**config.mk**
```make
export PLATFORM = sky130hd
export DESIGN_NAME = trdb_stream_arbiter
export DESIGN_NICKNAME = d
export VERILOG_FILES = /design/src/rtl/trdb_pkg.sv /design/src/rtl/trdb_rr_arbiter.sv /design/src/rtl/trdb_stream_arbiter.sv
export SDC_FILE = /design/constraint.sdc
export NUM_CORES = 1
export LEC_CHECK = 0
export ABC_AREA = 1
export CAP_MARGIN = 10
export CORE_ASPECT_RATIO = 1.25
export CORE_UTILIZATION = 38
export DETAILED_ROUTE_END_ITERATION = 8
export PLACE_DENSITY = 0.79
export SLEW_MARGIN = 20
export SYNTH_ARGS = -nofsm -noshare
export SYNTH_HDL_FRONTEND = slang
export SYNTH_HIERARCHICAL = 1
export SYNTH_SLANG_ARGS = --single-unit
```
**constraint.sdc**
```tcl
create_clock -name clk_i -period 1.48 [get_ports clk_i]
set_input_delay 0.148 -clock clk_i [delete_from_list [all_inputs] [get_ports clk_i]]
set_output_delay 0.148 -clock clk_i [all_outputs]
set_load 0.02 [all_outputs]
```
**src/rtl/trdb_pkg.sv**
```systemverilog
// Shared trace-debugger types and constants: packet geometry and the stream
// arbiter FSM encoding.
package trdb_pkg;

   localparam int unsigned PACKET_LEN = 64;
   localparam int unsigned LEN_W      = $clog2(PACKET_LEN);

   typedef enum logic [2:0] {
      ARB_IDLE  = 3'd0,
      ARB_RUN   = 3'd1,
      ARB_DRAIN = 3'd2,
      ARB_FLUSH = 3'd3,
      ARB_DONE  = 3'd4
   } trdb_arb_state_e;

   // New source packets may only be accepted before a flush has started.
   function automatic logic arb_accepts_packets(trdb_arb_state_e s);
      return (s == ARB_IDLE) || (s == ARB_RUN);
   endfunction

endpackage

```
**src/rtl/trdb_rr_arbiter.sv**
```systemverilog
// Combinational round-robin arbiter: the first requester at or after ptr_i
// (wrapping) wins; returns a one-hot grant and the winner index.
module trdb_rr_arbiter #(
   parameter int unsigned NUM_SRC = 2,
   parameter int unsigned IDX_W   = (NUM_SRC > 1) ? $clog2(NUM_SRC) : 1
) (
   input  logic [NUM_SRC-1:0] req_i,
   input  logic [IDX_W-1:0]   ptr_i,
   output logic [NUM_SRC-1:0] grant_o,
   output logic [IDX_W-1:0]   winner_o,
   output logic               valid_o
);

   int unsigned idx_s;

   always_comb begin
      grant_o  = '0;
      winner_o = '0;
      valid_o  = 1'b0;
      idx_s    = 0;
      for (int unsigned off = 0; off < NUM_SRC; off++) begin
         idx_s = (32'(ptr_i) + off) % NUM_SRC;
         if (!valid_o && req_i[idx_s]) begin
            grant_o[idx_s] = 1'b1;
            winner_o       = IDX_W'(idx_s);
            valid_o        = 1'b1;
         end else begin
            grant_o[idx_s] = 1'b0;
         end
      end
   end

endmodule

```
**src/rtl/trdb_stream_arbiter.sv**
```systemverilog
// Merges NUM_SRC packet sources into one registered stream towards the aligner
// and sequences the drain/flush handshake. TRDB_ARB_PRIO_EN: source 0 wins always.
module trdb_stream_arbiter
   import trdb_pkg::*;
#(
   parameter int unsigned NUM_SRC = 2,
   parameter int unsigned CNT_W   = 32
) (
   input  logic                                clk_i,
   input  logic                                rst_ni,
   input  logic [NUM_SRC-1:0][PACKET_LEN-1:0]  src_bits_i,
   input  logic [NUM_SRC-1:0][LEN_W-1:0]       src_len_i,
   input  logic [NUM_SRC-1:0]                  src_valid_i,
   output logic [NUM_SRC-1:0]                  src_grant_o,
   output logic [PACKET_LEN-1:0]               dst_bits_o,
   output logic [LEN_W-1:0]                    dst_len_o,
   output logic                                dst_valid_o,
   input  logic                                dst_grant_i,
   input  logic                                flush_req_i,
   output logic                                dst_flush_o,
   input  logic                                dst_flush_confirm_i,
   output logic                                flush_done_o,
   output logic [CNT_W-1:0]                    pkt_cnt_o
);

   localparam int unsigned IDX_W = (NUM_SRC > 1) ? $clog2(NUM_SRC) : 1;

   trdb_arb_state_e         state_q, state_d;
   logic [IDX_W-1:0]        ptr_q, ptr_d;
   logic [PACKET_LEN-1:0]   bits_q, bits_d;
   logic [LEN_W-1:0]        len_q, len_d;
   logic                    valid_q, valid_d;
   logic                    flush_q, flush_d;
   logic                    done_q, done_d;
   logic [CNT_W-1:0]        cnt_q, cnt_d;

   logic [NUM_SRC-1:0]      arb_req_s, arb_grant_s, grant_s;
   logic [IDX_W-1:0]        arb_winner_s, winner_s;
   logic [IDX_W:0]          winner_inc_s;
   logic                    arb_valid_s, win_valid_s;
   logic                    accept_s, load_s, fwd_s;
   logic [LEN_W-1:0]        win_len_s;

   trdb_rr_arbiter #(
      .NUM_SRC (NUM_SRC),
      .IDX_W   (IDX_W)
   ) u_rr_arbiter (
      .req_i    (arb_req_s),
      .ptr_i    (ptr_q),
      .grant_o  (arb_grant_s),
      .winner_o (arb_winner_s),
      .valid_o  (arb_valid_s)
   );

`ifdef TRDB_ARB_PRIO_EN
   // Source 0 pre-empts the rotation; the others share the round-robin.
   always_comb begin
      arb_req_s    = src_valid_i;
      arb_req_s[0] = 1'b0;
      if (src_valid_i[0]) begin
         grant_s     = NUM_SRC'(1);
         winner_s    = '0;
         win_valid_s = 1'b1;
      end else begin
         grant_s     = arb_grant_s;
         winner_s    = arb_winner_s;
         win_valid_s = arb_valid_s;
      end
   end
`else
   always_comb begin
      arb_req_s   = src_valid_i;
      grant_s     = arb_grant_s;
      winner_s    = arb_winner_s;
      win_valid_s = arb_valid_s;
   end
`endif

   // A grant from the aligner only counts while a packet is actually offered.
   assign accept_s     = valid_q && dst_grant_i;
   assign load_s       = rst_ni && arb_accepts_packets(state_q) && win_valid_s
                         && (!valid_q || dst_grant_i);
   assign win_len_s    = src_len_i[winner_s];
   assign fwd_s        = load_s && (win_len_s != {LEN_W{1'b0}});
   assign winner_inc_s = {1'b0, winner_s} + (IDX_W+1)'(1);
   assign src_grant_o  = load_s ? grant_s : {NUM_SRC{1'b0}};

   // Output register, pointer and packet counter next-state.
   always_comb begin
      bits_d = bits_q;
      len_d  = len_q;
      if (fwd_s) begin
         bits_d  = src_bits_i[winner_s];
         len_d   = win_len_s;
         valid_d = 1'b1;
      end else if (accept_s) begin
         valid_d = 1'b0;
      end else begin
         valid_d = valid_q;
      end

      if (!load_s) begin
         ptr_d = ptr_q;
`ifdef TRDB_ARB_PRIO_EN
      end else if (winner_s == {IDX_W{1'b0}}) begin
         ptr_d = ptr_q;
`endif
      end else if (winner_inc_s == (IDX_W+1)'(NUM_SRC)) begin
         ptr_d = '0;
      end else begin
         ptr_d = winner_inc_s[IDX_W-1:0];
      end

      if (accept_s) begin
         cnt_d = cnt_q + CNT_W'(1);
      end else begin
         cnt_d = cnt_q;
      end
   end

   // Flush sequencing: a flush request is captured by leaving Idle/Run at once.
   always_comb begin
      state_d = state_q;
      case (state_q)
         ARB_IDLE: begin
            if (flush_req_i) begin
               state_d = ARB_DRAIN;
            end else if (|src_valid_i) begin
               state_d = ARB_RUN;
            end else begin
               state_d = ARB_IDLE;
            end
         end
         ARB_RUN: begin
            if (flush_req_i) begin
               state_d = ARB_DRAIN;
            end else begin
               state_d = ARB_RUN;
            end
         end
         ARB_DRAIN: begin
            if (!valid_q) begin
               state_d = ARB_FLUSH;
            end else begin
               state_d = ARB_DRAIN;
            end
         end
         ARB_FLUSH: begin
            if (dst_flush_confirm_i) begin
               state_d = ARB_DONE;
            end else begin
               state_d = ARB_FLUSH;
            end
         end
         ARB_DONE: begin
            state_d = ARB_IDLE;
         end
         default: begin
            state_d = ARB_IDLE;
         end
      endcase
      flush_d = (state_d == ARB_FLUSH);
      done_d  = (state_d == ARB_DONE);
   end

   always_ff @(posedge clk_i or negedge rst_ni) begin
      if (!rst_ni) begin
         state_q <= ARB_IDLE;
         ptr_q   <= '0;
         bits_q  <= '0;
         len_q   <= '0;
         valid_q <= 1'b0;
         flush_q <= 1'b0;
         done_q  <= 1'b0;
         cnt_q   <= '0;
      end else begin
         state_q <= state_d;
         ptr_q   <= ptr_d;
         bits_q  <= bits_d;
         len_q   <= len_d;
         valid_q <= valid_d;
         flush_q <= flush_d;
         done_q  <= done_d;
         cnt_q   <= cnt_d;
      end
   end

   assign dst_bits_o   = bits_q;
   assign dst_len_o    = len_q;
   assign dst_valid_o  = valid_q;
   assign dst_flush_o  = flush_q;
   assign flush_done_o = done_q;
   assign pkt_cnt_o    = cnt_q;

endmodule

```
==> results.toml <==
[sta]
min_period_ps = 1830
tns_ps = -22980
setup_viol = 75
tightest_slew_ps = 460
clock_skew_ps = 6.96
relSlewSlack_pct = 69.3
hold_slack_ps = 346
min_period_over_period_pct = 124
rsz0062_at_grt = "yes"
hold_violations = 0
max_freq_ghz = 0.545
report.final.slew_viol_count = 0
setup_ws_ps = -354

[place]
placed_cell_area_mm2 = 0.00871
numPortBuffers = 253
globalplace.congestion = 0.949
place_hpwl_um = 13800

[clock_network]
clk_pin_slew_ps = 80
clock_path_buffers = 2
htree_levels = 3
clock_latency_ps = 350
tritoncts = "yes"
cts_buffers = 9
root_buffer = "clkbuf_16"
clock-sinks = 109

[floorplanning]
boundaryPins = 254
rows = 49
die_w_um = 111
die_y_um = 138
coreArea_mm2 = 0.0145
die_area_mm2 = 0.0153
initial_core_util_pct = 39.0

[grt]
use_met3_pct = 7.06
grtUsageTotal_pct = 26.9
grt_pass1_vias = 6238
grt_max_degree = 60
gr-usage-met2_pct = 45.5
grt_overflow = 0
grt.busiest_layer = "met2"
antenna_found_initial = 1
grt_pass1_wl_um = 32300
gr-usage-met1_pct = 32.2

[synth]
synth_common_cells = "423 x nand2_1, 109 x dfrtp_1, 92 x nand3_1"
synth_edf_count = 0
synth_cell_types = 27
synth_top_area_share_pct = 48.3
syn_area_mm2 = 0.00564
avgSynthCellArea_um2 = 7.15
synth.yosys.seq_area_share_pct = 48.3
syn-instance-count = 789
synth_warnings = 6
yosysMostFrequentCell = "nand2_1"
ys_ff_latch = 109
async_flop_share_pct = 100
syn_nets = 937
synth-main-ff-cell = "dfrtp_1"
synthTopCellsByArea = "dfrtp_1 48%, nand2_1 28%, nand3_1 8.2%"
yosysTopAreaCell = "dfrtp_1"

[layout]
syn_to_final_growth_pct = 75.7
fin_nets = 1258
fin_area_mm2 = 0.00992
drive_gt1_share_pct = 19.7
diodes = 0

[route]
drt_wl_total_um = 20800
wl_per_cell_um = 16.1
drc = 30
antenna_left = 0
vias = 6386
drtPass1Iterations = 7
viasPerCell = 4.94
drt_iter0_markers = 335

[power_and_ir_drop]
power_uw = 14300
vdd_ir_drop_max_mv = 0.867
power_density_mw_per_mm2 = 1450
p_leak_uw = 0.00555

[job]
drv_cap = 0

[critical_path]
worstPathMaxFanout = 6
cp-end-kind = "flop"
required_ps = 1770
arrival_ps = 2130
worstSetupPathType = "flop to flop"
cp-start-kind = "flop"

[outcome]
failed_checks = "design-rule violations, negative setup slack"
status = "finished with violations"

[min_path]
hp-class = "primary input to flop"
[layout make-up]
type	count	area, um2
timing repair inverter	1	7.51
timing repair buffer	345	3450
inverter	43	166
clock buffer	11	253
sequential	109	2730
multi-input combinational	601	3020
clock inverter	5	65.1
tap	178	223
fill	1190	4550
[worst max-delay path, cell delays in order, from the launching register on]
cell,delay [ps]
dfrtp_1,360
inv_2,60
a21oi_4,160
buf_6,160
clkinvlp_4,90
nand2_2,70
nand2_2,80
nor2_4,130
nand3_4,110
nand2_4,130
buf_12,150
clkbuf_16,150
nand2_1,60
nand2_1,50
[report_power, final]
| part | switching [uW] | internal [uW] |
|---|---|---|
| clock network | 1180 | 1430 |
| registers | 732 | 3980 |
| logic | 3850 | 3180 |
| total | 5760 | 8590 |
[through the flow]
| step | utilization (%) | worst slack (ps) | cells |
|---|---|---|---|
| global route | 68.5 | -440 | 1293 |
| CTS | 65.0 | -326 | 1284 |
| finish | 68.5 | -354 | 1293 |
| detailed placement | 60.2 | -676 | 1240 |
| global placement | 60.2 | -627 | 1240 |
| floorplan | - | -96.8 | 789 |
[cell families after synthesis]
kind of cell	synth area share [%]
simple gates	41.1
fa+ha+maj	0.222
flops	48.3
buf+inv	6.14
xor+xnor	3.26
compound gates	0.909
[layout by cell type, fill, tap and decap left out, types with 2 or more instances in the layout]
cell type / n
nand3b_1: 3
xor2_1: 9
nand3_4: 3
nor2_2: 8
nor4_1: 2
nand2_4: 17
buf_6: 14
xnor2_2: 3
dlymetal6s2s_1: 34
nor2_4: 11
nor3_2: 2
inv_1: 37
clkdlybuf4s50_1: 146
xnor2_1: 9
nor3_1: 4
buf_16: 5
o21ai_0: 3
nand2_2: 43
nor2_1: 15
dfrtp_2: 5
nand3_2: 4
inv_6: 4
dlygate4sd2_1: 69
buf_12: 5
nand4_1: 7
nand2_1: 364
a21oi_2: 2
clkbuf_8: 2
buf_4: 70
dfrtp_1: 104
nand3_1: 86
clkbuf_16: 10
inv_2: 5
[registers in the layout, indices dropped and copies added (netlist names)]
| name | flops |
|---|---|
| flush_done_o | 1 |
| dst_valid_o | 1 |
| dst_flush_o | 1 |
| dst_bits_o | 64 |
| state_q | 3 |
| dst_len_o | 6 |
| pkt_cnt_o | 32 |
| ptr_q | 1 |
[metal layers]
metal / wire length (um) / vias up / share of wire, %
met1: 7930 / 2984 / 38
met2: 10500 / 272 / 50
met4: 696 / 2 / 3.4
met5: 9 / - / 0.043
met3: 1680 / 46 / 8.1
li1: - / 3082 / -
[final timing paths]
check	slack (ps)	depth (start not counted)	endpoint	from
worst min register to register	470	2	dst_bits_o[50]	dst_bits_o[50]
worst max-delay path	-350	13	dst_bits_o[38]	ptr_q
min in group asynchronous	380	3	dst_flush_o	rst_ni
worst max register to register	-350	13	dst_bits_o[38]	ptr_q
worst min-delay path	350	6	ptr_q	rst_ni
max in group asynchronous	270	4	pkt_cnt_o[0]	rst_ni
[what timing repair did]
action | CTS | global route
cloned | 6 | 1
endpoints found under the setup margin | 148 | 174
setup buffers | 22 | 10
resized for setup | 129 | 140
endpoints found under the hold margin | 27 | 0
pin swaps | 5 | 21
hold buffers | 1 | 0
(Power assumes the default switching activity.)
